==> src/rtl/duke550_pkg.sv <==
// Shared definitions for the Duke 550 fetch / next-PC stage:
// opcode constants, instruction field positions and FSM state encoding.
package duke550_pkg;

    // Instruction field positions (32-bit instruction word)
    localparam int OP_MSB  = 31;
    localparam int OP_LSB  = 27;
    localparam int OP_W    = OP_MSB - OP_LSB + 1;
    localparam int IMM_MSB = 16;
    localparam int IMM_W   = IMM_MSB + 1;
    localparam int TGT_MSB = 26;
    localparam int TGT_W   = TGT_MSB + 1;

    // Opcodes seen by this stage (decoded by control)
    localparam logic [4:0] OP_ALU   = 5'b00000;
    localparam logic [4:0] OP_J     = 5'b00001;
    localparam logic [4:0] OP_BNE   = 5'b00010;
    localparam logic [4:0] OP_JAL   = 5'b00011;
    localparam logic [4:0] OP_JR    = 5'b00100;
    localparam logic [4:0] OP_BLT   = 5'b00110;
    localparam logic [4:0] OP_INPUT = 5'b01110;

    // Per-instruction sequencer states
    typedef enum logic [1:0] {
        FETCH   = 2'b00,
        EXEC    = 2'b01,
        WAIT_IN = 2'b10
    } fetch_state_t;

    // Sign-extend the 17-bit branch immediate to 32 bits
    function automatic logic [31:0] imm_sext(input logic [31:0] w);
        return {{(32 - IMM_W){w[IMM_MSB]}}, w[IMM_MSB:0]};
    endfunction

    // Extract the 27-bit jump target
    function automatic logic [TGT_W-1:0] jump_tgt(input logic [31:0] w);
        return w[TGT_MSB:0];
    endfunction

endpackage

==> src/rtl/fetch_unit_next_pc_sel.sv <==
// Combinational next-PC selection: pc+1, branch target, jump target, JR.
// Ports: pc/insn/flags/ALU compares/rd_val in; pc_plus1, next_pc out.
module next_pc_sel
    import duke550_pkg::*;
#(
    parameter int PC_W   = 12,
    parameter int INSN_W = 32
) (
    input  logic [PC_W-1:0]   pc,
    input  logic [INSN_W-1:0] insn,
    input  logic              BR,
    input  logic              BGT,
    input  logic              JP,
    input  logic              JR,
    input  logic              JAL,
    input  logic              alu_ne,
    input  logic              alu_lt,
    input  logic [31:0]       rd_val,
    output logic [PC_W-1:0]   pc_plus1,
    output logic [PC_W-1:0]   next_pc
);

    logic [31:0]       imm_x;
    logic [TGT_W-1:0]  tgt;
    logic [PC_W-1:0]   br_tgt;
    logic              jump;
    logic              br_taken;

    assign imm_x    = imm_sext(32'(insn));
    assign tgt      = jump_tgt(32'(insn));
    assign pc_plus1 = pc + PC_W'(1);

    // Branch offset is relative to pc+1; truncation gives the
    // modulo-2^PC_W wrap for free in both directions.
    assign br_tgt   = pc_plus1 + imm_x[PC_W-1:0];

    // JAL is always issued with JP by control; accept either.
    assign jump     = JP | JAL;
    assign br_taken = (BR & alu_ne) | (BGT & alu_lt);

    always_comb begin
        next_pc = pc_plus1;
        if (JR)
            next_pc = rd_val[PC_W-1:0];
        else if (jump)
            next_pc = tgt[PC_W-1:0];
        else if (br_taken)
            next_pc = br_tgt;
    end

    // Bits beyond the PC width are architecturally ignored here.
    logic unused_bits;
    assign unused_bits = ^{insn, rd_val, imm_x, tgt};

endmodule

==> src/rtl/fetch_unit.sv <==
// Duke 550 fetch stage: PC register, ROM addressing and FETCH/EXEC/WAIT_IN
// sequencing. Ports: clock/reset, imem_addr/imem_q ROM, insn/op/insn_valid
// to decode, control flags + ALU compares + rd_val in, keyboard handshake.
module fetch_unit
    import duke550_pkg::*;
#(
    parameter int PC_W   = 12,
    parameter int INSN_W = 32
) (
    input  logic              clock,
    input  logic              reset,
    output logic [PC_W-1:0]   imem_addr,
    input  logic [INSN_W-1:0] imem_q,
    output logic [INSN_W-1:0] insn,
    output logic [4:0]        op,
    output logic              insn_valid,
    output logic [PC_W-1:0]   pc_plus1,
    input  logic              BR,
    input  logic              BGT,
    input  logic              JP,
    input  logic              JR,
    input  logic              JAL,
    input  logic              input_ack,
    input  logic              alu_ne,
    input  logic              alu_lt,
    input  logic [31:0]       rd_val,
    input  logic              kb_valid,
    output logic              kb_ack
);

    fetch_state_t    state;
    fetch_state_t    state_n;
    logic [PC_W-1:0] pc;
    logic [PC_W-1:0] pc_n;
    logic [PC_W-1:0] next_pc;

    // ROM address is the PC itself; holding pc holds imem_q.
    assign imem_addr = pc;
    assign insn      = imem_q;
    assign op        = imem_q[OP_MSB:OP_LSB];

    next_pc_sel #(
        .PC_W   (PC_W),
        .INSN_W (INSN_W)
    ) u_sel (
        .pc       (pc),
        .insn     (imem_q),
        .BR       (BR),
        .BGT      (BGT),
        .JP       (JP),
        .JR       (JR),
        .JAL      (JAL),
        .alu_ne   (alu_ne),
        .alu_lt   (alu_lt),
        .rd_val   (rd_val),
        .pc_plus1 (pc_plus1),
        .next_pc  (next_pc)
    );

    always_ff @(posedge clock or posedge reset) begin
        if (reset) begin
            state <= FETCH;
            pc    <= '0;
        end else begin
            state <= state_n;
            pc    <= pc_n;
        end
    end

    // Commit strobes are decoded from state, so an async reset
    // kills them in the same cycle it forces FETCH.
    always_comb begin
        state_n    = state;
        pc_n       = pc;
        insn_valid = 1'b0;
        kb_ack     = 1'b0;
        unique case (state)
            FETCH: begin
                state_n = EXEC;
            end
            EXEC: begin
                if (input_ack && !kb_valid) begin
                    state_n = WAIT_IN;
                end else begin
                    insn_valid = 1'b1;
                    kb_ack     = input_ack;
                    pc_n       = next_pc;
                    state_n    = FETCH;
                end
            end
            WAIT_IN: begin
                if (kb_valid) begin
                    insn_valid = 1'b1;
                    kb_ack     = 1'b1;
                    pc_n       = pc_plus1;
                    state_n    = FETCH;
                end
            end
            default: begin
                state_n = FETCH;
            end
        endcase
    end

endmodule

==> config.mk <==
export PLATFORM = sky130hd
export DESIGN_NAME = fetch_unit
export DESIGN_NICKNAME = d
export VERILOG_FILES = /design/src/rtl/duke550_pkg.sv /design/src/rtl/fetch_unit_next_pc_sel.sv /design/src/rtl/fetch_unit.sv
export SDC_FILE = /design/constraint.sdc
export NUM_CORES = 1
export LEC_CHECK = 0
export BUFFER_PORTS_ARGS = -buffer_cell sky130_fd_sc_hd__buf_2
export CAP_MARGIN = 20
export CORE_MARGIN = 4
export CORE_UTILIZATION = 32
export DETAILED_ROUTE_END_ITERATION = 12
export HOLD_SLACK_MARGIN = 0.15
export PLACE_DENSITY_LB_ADDON = 0.05
export SYNTH_ARGS = -nofsm -noshare
export SYNTH_HDL_FRONTEND = slang
export SYNTH_SLANG_ARGS = --single-unit
==> constraint.sdc <==
create_clock -name clock -period 3.7 [get_ports clock]
set_input_delay 0.74 -clock clock [delete_from_list [all_inputs] [get_ports clock]]
set_output_delay 0.74 -clock clock [all_outputs]
set_load 0.1 [all_outputs]
Yosys cells after proc, flatten, opt, wreduce, memory -nomap -nowiden
Cells that the tools add are included.

Bitwise logic cells: 4. Muxes and demuxes: 14. $add $sub $neg: 2. Reductions and logical operators: 5. Equal/unequal tests: 4.

Operators with widths (count): $mux 12 (5); $pmux 12 s2 (1); $add 12x1->12 const B (1); $add 12x12->12 (1); $pmux 2 s3 (1); $mux 2 (2); $ne 2x2->1 const B (2); $pmux 1 s2 (2); $mux 1 (3); $reduce_and 3->1 (1); $and 1x1->1 (2); $eq 2x1->1 const B (1); $eq 2x2->1 const B (1); $logic_not 2->1 (1); $or 1x1->1 (2); $reduce_bool 2->1 (1); $logic_and 1x1->1 (1); $logic_not 1->1 (1).

Logic and storage cells: 31. Flip-flop bits (word level): 14. Input port bits: 75.

Logic depth before layout (Yosys ltp)
Gate-level depths: netlist of the first run.

Depth after elaboration: 7. Gate-level depth with buffers: 12. Depth with buffers taken out: 11.

Hierarchy
Synthesis of the first run repeated with hierarchy kept, for this count alone.

Cells, all modules: 270. Area total of the unflattened synthesis: 2219.6 µm².

By module, submodules not included: next_pc_sel (area each 1111.1 µm², cells each 170, times used 1, seq. area each 0.0 µm²); fetch_unit (area each 1108.6 µm², cells each 100, times used 1, seq. area each 350.3 µm²).

Least setup slack after synthesis of the first run
OpenSTA, ideal clock, no wires.

Path kind: reg2reg. From: reg pc[0], in the netlist imem_addr[0]. To: reg pc[9], in the netlist imem_addr[9]. Setup time: 0.094 ns. Setup slack: -1.281 ns. Clock period less this slack: 4.981 ns. Cell stages (with the launch flop): 11. Arrival: 4.887 ns. Cells stage by stage: dfrtp_1 > ha_1 > nand2_1 > xnor2_1 > ha_1 > a2111oi_0 > nor4_1 > a221oi_2 > xnor2_1 > mux2i_1 > a211oi_1.

Longest elaborated chain between the ends: 7. Elaborated cells between the ends (all ways): 8. Those cells by class: add/sub (2); mux (6).

RTL lines: start: declaration (line fetch_unit.sv:33) `logic [PC_W-1:0] pc;`; start signal: assignment (line fetch_unit.sv:66) `pc <= pc_n;`; $add 12x1->12 (line fetch_unit_next_pc_sel.sv:31) `assign pc_plus1 = pc + PC_W'(1);`; net pc_plus1[6] (line fetch_unit.sv:17) `output logic [PC_W-1:0] pc_plus1,`; $add 12x12->12 (line fetch_unit_next_pc_sel.sv:35) `assign br_tgt = pc_plus1 + imm_x[PC_W-1:0];`; $mux 12 (line fetch_unit_next_pc_sel.sv:47) `else if (br_taken)`; $mux 12 (line fetch_unit_next_pc_sel.sv:45) `else if (jump)`; $mux 12 (line fetch_unit_next_pc_sel.sv:43) `if (JR)`; $mux 12 (line fetch_unit.sv:82) `if (input_ack && !kb_valid) begin`; $pmux 12 s2 (line fetch_unit.sv:77) `unique case (state)`.

The timed path passes the listed nets, and every way through them passes these cells. The select of a mux whose other input is x is not followed. A chain may end at the register's enable or synchronous reset.

Worst setup path in the final report of the first run
From: reg pc[0], in the netlist imem_addr[0]. To: reg pc[11], in the netlist imem_addr[11].

Longest elaborated chain between the ends: 7. Elaborated cells between the ends (all ways): 8. Those cells by class: add/sub (2); mux (6).

RTL lines (line): $add 12x1->12 * (fetch_unit_next_pc_sel.sv:31); $add 12x12->12 (fetch_unit_next_pc_sel.sv:35); $mux 12 (fetch_unit_next_pc_sel.sv:47); $mux 12 (fetch_unit_next_pc_sel.sv:45); $mux 12 (fetch_unit_next_pc_sel.sv:43); $mux 12 (fetch_unit.sv:82); $pmux 12 s2 * (fetch_unit.sv:77).

Mark *: on every way between the ends. The rest lies on a longest branch, timed or not. The select of a mux whose other input is x is not followed.

==> results of run 1 <==
## metrics by stage
| stage | util (%) | hold WS (ns) |
|---|---|---|
| after floorplan | - | 0.504 |
| after global placement | 37.4 | 0.544 |
| after detailed placement | 37.4 | 0.561 |
| after CTS | 38.2 | 0.560 |
| after global routing | 38.2 | 0.596 |
| final | 38.2 | 0.536 |
## kinds of logic after synthesis
| family | after synthesis | synth area share [%] |
|---|---|---|
| simple gates | 80 | 17.9 |
| fa+ha+maj | 19 | 10.9 |
| buf+inv | 61 | 17.1 |
| xor+xnor | 17 | 6.93 |
| mux | 7 | 3.33 |
| compound gates | 97 | 28.3 |
| flops | 14 | 15.5 |
## routing by layer
layer | share of wire [%] | track usage [%]
met1 | 44 | 21.9
met2 | 49 | 27.4
met3 | 6.2 | 3.20
met4 | 1.3 | 3.09
met5 | 0 | 0
## worst min-delay path by stage
stage / startpoint / endpoint / slack, ns / cells after the start
after floorplan: state[1] / state[1] / 0.50 / 2
after global placement: state[1] / state[1] / 0.54 / 2
after detailed placement: state[1] / state[1] / 0.56 / 2
after CTS: reset / imem_addr[4] / 0.56 / 2
after global routing: reset / imem_addr[4] / 0.60 / 2
final: reset / imem_addr[4] / 0.54 / 2
## state kept, by name, summed over array words and instances (netlist names)
register / count
imem_addr: 12
state: 2
## area by class of cell
cell class	instances	area, um^2
repair buffers	77	398
fillers	753	4220
multi-input cells	220	1640
flip-flops and latches	14	359
well taps	96	120
clock buffers	4	55.1
inverters	10	37.5
## layout by cell type (no fill, tap or decap), drive strengths merged, types with 2 or more instances in the layout
master   count
xor2         6
mux2i        6
a211oi       8
inv         10
clkbuf       4
o21a         2
a2111oi      4
nand4        3
nand2b       2
or2          2
a22o         2
a21o         5
ha          18
buf         77
a31oi        3
o31ai        3
a311oi       2
a22oi        2
dfrtp       14
nor3         8
and3         6
nand3        5
nand2       26
a21oi       25
nor4         3
o21bai       3
a221oi       2
xnor2       11
nor2        21
o21ai       21
a41oi        3
o221ai       2
o22ai        5
==> metrics.md, run 1 <==
| Metric | Value |
|---|---|
| Status | `complete, no violations` |
| Via/cell ratio | `approximately 5.2` |
| Clock Latency Late Sink | `between 0.2 and 0.3 ns` |
| Post-synth top area share | `around 16%` |
| Synth cell count leaders | `buf_4, nand2_1, a21oi_1` |
| CORE AREA | `~6800 um^2` |
| DR WL/cell | `16.5 um` |
| Worst path arrival time | `around 3.4 ns` |
| Crit path launch type | `flip-flop` |
| Post-synth top area cell | `dfrtp_1` |
| Dpl ws | `between 0.3 and 0.4 ns` |
| RSZ-0062 raised after global routing | `false` |
| Vias | `about 2200` |
| IO Count | `roughly 140` |
| Hold/Removal Path Class | `input port to asynchronous set/reset pin` |
| Post-CTS Setup Bufs | `0` |
| Final #Nets | `420` |
| Synth Instances | `295` |
| Max_cap viols | `0` |
| Synth Flop Type | `dfrtp_1` |
| Final worst-path cycle share | `approximately nine tenths` |
| Synth Cell Area | `about 2300 um^2` |
| Worst-margin pin slew | `approximately 0.57 ns` |
| Clk slew on worst S/H paths | `0.06 ns` |
| Asr flop ratio synth | `between 90% and 100%` |
| Number of DRC markers in iteration 0 | `111` |
| Clock Skew | `slightly below 0.005 ns` |
| CP max FO | `8` |
| Yosys warning count | `0` |
| DP Wirelength | `~5700 um` |
| Die X | `~92 um` |
| Max stage delay on crit path | `around 0.5 ns` |
| Post-Layout Cell Count | `~420` |
| Reg2reg path depth | `11` |
| Post-route cell area | `2610 um^2` |
| Worst path depth | `11` |
| Fin. Hold Viols | `0` |
| DRT Pass-1 Iters | `4` |
| Critical R2R Launch | `imem_addr[0]` |
| CTS Sinks | `14` |
| Root buffer cell | `clkbuf_8` |
| Number of global-route vias before repair | `2129` |
| Number of flops mapped to enable cells by yosys | `0` |
| Critical Path Most Common Cell | `nand2_1` |
| CTS tree | `yes` |
| Area growth, synth to finish | `15.6%` |
| Slowest CP cell | `nor4_1` |
| Rows | `30` |
| Pin count of the biggest net entering global routing | `28` |
| CTS Buf Count | `3` |
| Share of cells above drive strength 1 | `between 30% and 40%` |
| Most frequent cell after synthesis | `buf_4` |
| Die height | `between 90 and 100 um` |
| Bufs on Longest Clock Path | `2` |
| Placement Cell Area | `about 2600 um^2` |
| Worst slew margin | `62.0%` |
| Setup violations, final | `0` |
| Worst setup margin | `~0.4 ns` |
| Crit path buf inv count | `0` |
| TNS Setup | `0 ns` |
| Routed Antenna Nets | `0` |
| N_diodes | `0` |
| #FFs+latches synth | `14` |
| Post-layout min period | `about 3.3 ns` |
| DRC | `0` |
| Reg-to-reg endpoint | `imem_addr[11]` |
| CP Capture Point | `imem_addr[11]` |
| Synth area leaders | `dfrtp_1, buf_4, ha_1` |
| Count of cell types in the netlist | `55` |
| Initial antenna violation count | `0` |
| Top delay family on crit path | `simple AND/OR/NAND/NOR gates` |
| Fin. max-slew vios | `0` |
| H-tree levels | `1` |
| GPL Wtd Cong | `0.757` |
| I/O Buffers | `72` |
| Overflow after GRT | `0` |
| Endpoint type of the worst setup path | `flip-flop` |
| Placed Cells | `about 420` |
| CP required | `approximately 3.8 ns` |
| Fmax | `0.303 GHz` |
| DRT Wirelength | `approximately 6900 um` |
| Cts repair resizes | `0` |
| Net Count, Synth | `roughly 390` |
| Global router's overall resource usage | `about 16%` |
| Crit path kind | `flip-flop to flip-flop` |
| Register area share after synthesis | `15.5%` |
| Die area | `approximately 8500 um^2` |
| First-pass GRT wire length | `~11000 um` |
| CP startpoint | `imem_addr[0]` |
| Effective utilization at floorplan | `around 33%` |
| Synth Area per Inst | `between 7 and 8 um^2` |
| Worst path cell trace | `ha_1 -> and3_1 -> nand2_1 -> xnor2_4 -> ha_1 -> nand2_1 -> nor4_1 -> nand2_1 -> a21oi_1 -> mux2i_1 -> a31oi_1` |
| Flop-to-flop setup slack | `0.40 ns` |
| # hold bufs at CTS | `0` |
Power of run 1 is not shown: default switching activity piles up to over one toggle a cycle in this logic, so the estimate is an artifact.
==> run 2, diff against run 1 <==
--- a/config.mk
+++ b/config.mk
@@ -14,4 +14,5 @@
 export PLACE_DENSITY_LB_ADDON = 0.05
 export SYNTH_ARGS = -nofsm -noshare
 export SYNTH_HDL_FRONTEND = slang
+export SYNTH_HIERARCHICAL = 1
 export SYNTH_SLANG_ARGS = --single-unit
==> run 2 against run 1 <==
  * Hold slack improved by 0.0013 ns
  * Setup slack improved by 0.018 ns
  * Core utilization up 2.3 points
  * Via count shrank 11%
  * Clock skew fell by 0.0028 ns
  * Synthesized cell count shrank 8.5%
  * First-iteration DRC count fell by 41%
  * Count of clock-buffer cells in the layout did not move
  * Cell count shrank 9.5%
  * Sequential share of layout area increased by 0.32 points
  * Global-route usage down 2.1 points
  * Critical path depth grew 2
==> metrics.md, run 2 <==
| Metric | Value |
|---|---|
| Final #Nets | `398 (was 420)` |
| DRC | `0 (unchanged)` |
| Multi-input combinational cell area | `1800 um^2 (was 1640 um^2)` |
| CTS Buf Count | `3 (unchanged)` |
| Max FFs per register | `12 (unchanged)` |
| Count of cell types in the netlist | `45 (was 55)` |
| Post-layout min period | `3.29 ns (was 3.30 ns)` |
| Post-CTS Setup Bufs | `0 (unchanged)` |
| Cts repair resizes | `0 (unchanged)` |
| N_diodes | `0 (unchanged)` |
| Fillcell total | `718 (was 753)` |
| Slowest CP cell | `dfrtp_4 (was nor4_1)` |
| Overflow after GRT | `0 (unchanged)` |
| Reg2reg path depth | `13 (was 11)` |
| Fin. max-slew vios | `0 (unchanged)` |
| CP startpoint | `imem_addr[0] (unchanged)` |
| Root buffer cell | `clkbuf_8 (unchanged)` |
| Die area | `8330 um^2 (was 8460 um^2)` |
| Max stage delay on crit path | `0.50 ns (about the same)` |
| Number of flops mapped to enable cells by yosys | `0 (unchanged)` |
| DP Wirelength | `4980 um (was 5660 um)` |
| Synth cell count leaders | `buf_4, nand2_1, ha_1 (was buf_4, nand2_1, a21oi_1)` |
| DR WL/cell | `15.8 um (was 16.5 um)` |
| Routed Antenna Nets | `0 (unchanged)` |
| Clk slew on worst S/H paths | `0.06 ns (about the same)` |
| Initial antenna violation count | `0 (unchanged)` |
| Worst setup margin | `0.415 ns (was 0.396 ns)` |
| Pin count of the biggest net entering global routing | `26 (was 28)` |
| Synth Flop Type | `dfrtp_1 (unchanged)` |
| CORE AREA | `6760 um^2 (was 6830 um^2)` |
| Net Count, Synth | `366 (was 389)` |
| Synth Instances | `270 (was 295)` |
| Number of DRC markers in iteration 0 | `65 (was 111)` |
| Status | `complete, no violations (unchanged)` |
| DRT Pass-1 Iters | `4 (unchanged)` |
| IO Count | `138 (unchanged)` |
| Synth Cell Area | `2220 um^2 (was 2260 um^2)` |
| Endpoint type of the worst setup path | `flip-flop (unchanged)` |
| Synth Area per Inst | `8.22 um^2 (was 7.65 um^2)` |
| DRT Wirelength | `6020 um (was 6930 um)` |
| Rows | `30 (unchanged)` |
| Hold/Removal Path Class | `input port to asynchronous set/reset pin (unchanged)` |
| Number of global-route vias before repair | `1877 (was 2129)` |
| Crit path buf inv count | `0 (unchanged)` |
| Yosys warning count | `6 (was 0)` |
| CTS tree | `yes (unchanged)` |
| Hold WS | `0.537 ns (was 0.536 ns)` |
| Die X | `91.3 um (was 92.0 um)` |
| Flop-to-flop setup slack | `0.41 ns (was 0.40 ns)` |
| Worst path depth | `13 (was 11)` |
| Final worst-path cycle share | `88.8% (was 89.3%)` |
| Worst path arrival time | `3.41 ns (was 3.42 ns)` |
| Bufs on Longest Clock Path | `2 (unchanged)` |
| CTS Sinks | `14 (unchanged)` |
| Worst slew margin | `58.8% (was 62.0%)` |
| Dpl ws | `0.410 ns (was 0.396 ns)` |
| #FFs+latches synth | `14 (unchanged)` |
| Post-synth top area share | `15.8% (was 15.5%)` |
| CP required | `3.83 ns (was 3.82 ns)` |
| Via/cell ratio | `5.14 (was 5.21)` |
| CP max FO | `7 (was 8)` |
| Crit path kind | `flip-flop to flip-flop (unchanged)` |
| Max_cap viols | `0 (unchanged)` |
| Die height | `91.3 um (was 92.0 um)` |
| Crit path launch type | `flip-flop (unchanged)` |
| I/O Buffers | `72 (unchanged)` |
| Fmax | `0.304 GHz (was 0.303 GHz)` |
| Most frequent cells in the layout | `buf_2, nand2_1, a21oi_1, o21ai_0, nor2_1 (was buf_2, nand2_1, a21oi_1, nor2_1, o21ai_0)` |
| H-tree levels | `1 (unchanged)` |
| Synth area leaders | `dfrtp_1, buf_4, ha_1 (unchanged)` |
| Most frequent cell after synthesis | `buf_4 (unchanged)` |
| Commonest non-fill, non-tap cell in the layout | `buf_2 (unchanged)` |
| Clock Skew | `0.00213 ns (was 0.00492 ns)` |
| Critical R2R Launch | `imem_addr[0] (unchanged)` |
| Setup violations, final | `0 (unchanged)` |
| Share of cells above drive strength 1 | `45.8% (was 32.6%)` |
| GPL Wtd Cong | `0.833 (was 0.757)` |
| Post-layout util | `40.5% (was 38.2%)` |
| RSZ-0062 raised after global routing | `false (unchanged)` |
| CP Capture Point | `imem_addr[7] (was imem_addr[11])` |
| Global router's overall resource usage | `14.2% (was 16.3%)` |
| Register area share after synthesis | `15.8% (was 15.5%)` |
| Worst path cell trace | `ha_4 -> nand2_4 -> nor2_4 -> xor2_4 -> ha_4 -> a21oi_1 -> o21ai_0 -> and2_1 -> xnor2_1 -> o21ai_0 -> a221o_1 -> mux2_2 -> mux2_4 (was ha_1 -> and3_1 -> nand2_1 -> xnor2_4 -> ha_1 -> nand2_1 -> nor4_1 -> nand2_1 -> a21oi_1 -> mux2i_1 -> a31oi_1)` |
| Area growth, synth to finish | `23.2% (was 15.6%)` |
| Asr flop ratio synth | `100% (unchanged)` |
| Top delay family on crit path | `compound AO/OA/AOI/OAI gates (was simple AND/OR/NAND/NOR gates)` |
| Vias | `1960 (was 2195)` |
| Reg area | `385 um^2 (was 359 um^2)` |
| Fin. Hold Viols | `0 (unchanged)` |
| # hold bufs at CTS | `0 (unchanged)` |
| Post-synth top area cell | `dfrtp_1 (unchanged)` |
| Clock Latency Late Sink | `0.24 ns (was 0.25 ns)` |
| Worst-margin pin slew | `0.618 ns (was 0.570 ns)` |
| First-pass GRT wire length | `9670 um (was 11000 um)` |
| Reg-to-reg endpoint | `imem_addr[7] (was imem_addr[11])` |
| Effective utilization at floorplan | `32.9% (was 33.0%)` |
[run 2: worst min path at each step]
stage | end | slack, ns | cells past startpoint | from
final | imem_addr[5] | 0.54 | 2 | reset
after global placement | imem_addr[9] | 0.54 | 1 | imem_addr[9]
after global routing | imem_addr[9] | 0.58 | 1 | imem_addr[9]
after detailed placement | imem_addr[11] | 0.54 | 1 | imem_addr[11]
after CTS | imem_addr[9] | 0.56 | 1 | imem_addr[9]
after floorplan | state[1] | 0.53 | 2 | state[1]
[run 2: routing by layer]
metal / part of all wire [%] / GRT usage, %
met1: 48 / 20.3
met2: 47 / 23.3
met3: 4.6 / 1.41
met4: 0.32 / 2.64
met5: 0 / 0
[run 2: worst register-to-register path: cells and delay by family, from the launching register on]
kind / cells / cell delay, ns
adder cells (fa/ha/maj): 2 / 0.44
AND/OR/NAND/NOR: 3 / 0.48
multiplexers: 2 / 0.53
XOR/XNOR: 2 / 0.41
AO/OA/AOI/OAI: 4 / 0.81
flip-flops: 1 / 0.50
[run 2: cell type report]
cell class / instances / share of cell area [%]
clock buffer: 4 / 1.65
inverter: 9 / 1.37
multi-input combinational: 201 / 65.8
sequential: 14 / 14.1
tap: 80 / 3.66
timing repair buffer: 73 / 13.4
[run 2: per-stage QoR]
step           cells  area (um^2)  setup TNS (ns)
2_1_floorplan    270         2550         -0.0213
3_3_place_gp     377         2690               0
4_1_cts          381         2740               0
5_1_grt          381         2740               0
3_5_place_dp     377         2690               0
6_report         381         2740               0
[run 2: cell families (layout without fill, tap and decap cells)]
group           Yosys count  in the layout  synth area share (%)
fa+ha+maj                21             21                  12.2
compound gates           68             68                  19.7
mux                      25             25                  14.4
simple gates             72             72                  15.8
xor+xnor                 15             15                  5.92
buf+inv                  55             86                  16.2
flops                    14             14                  15.8
Power of run 2 is left out for the same reason.
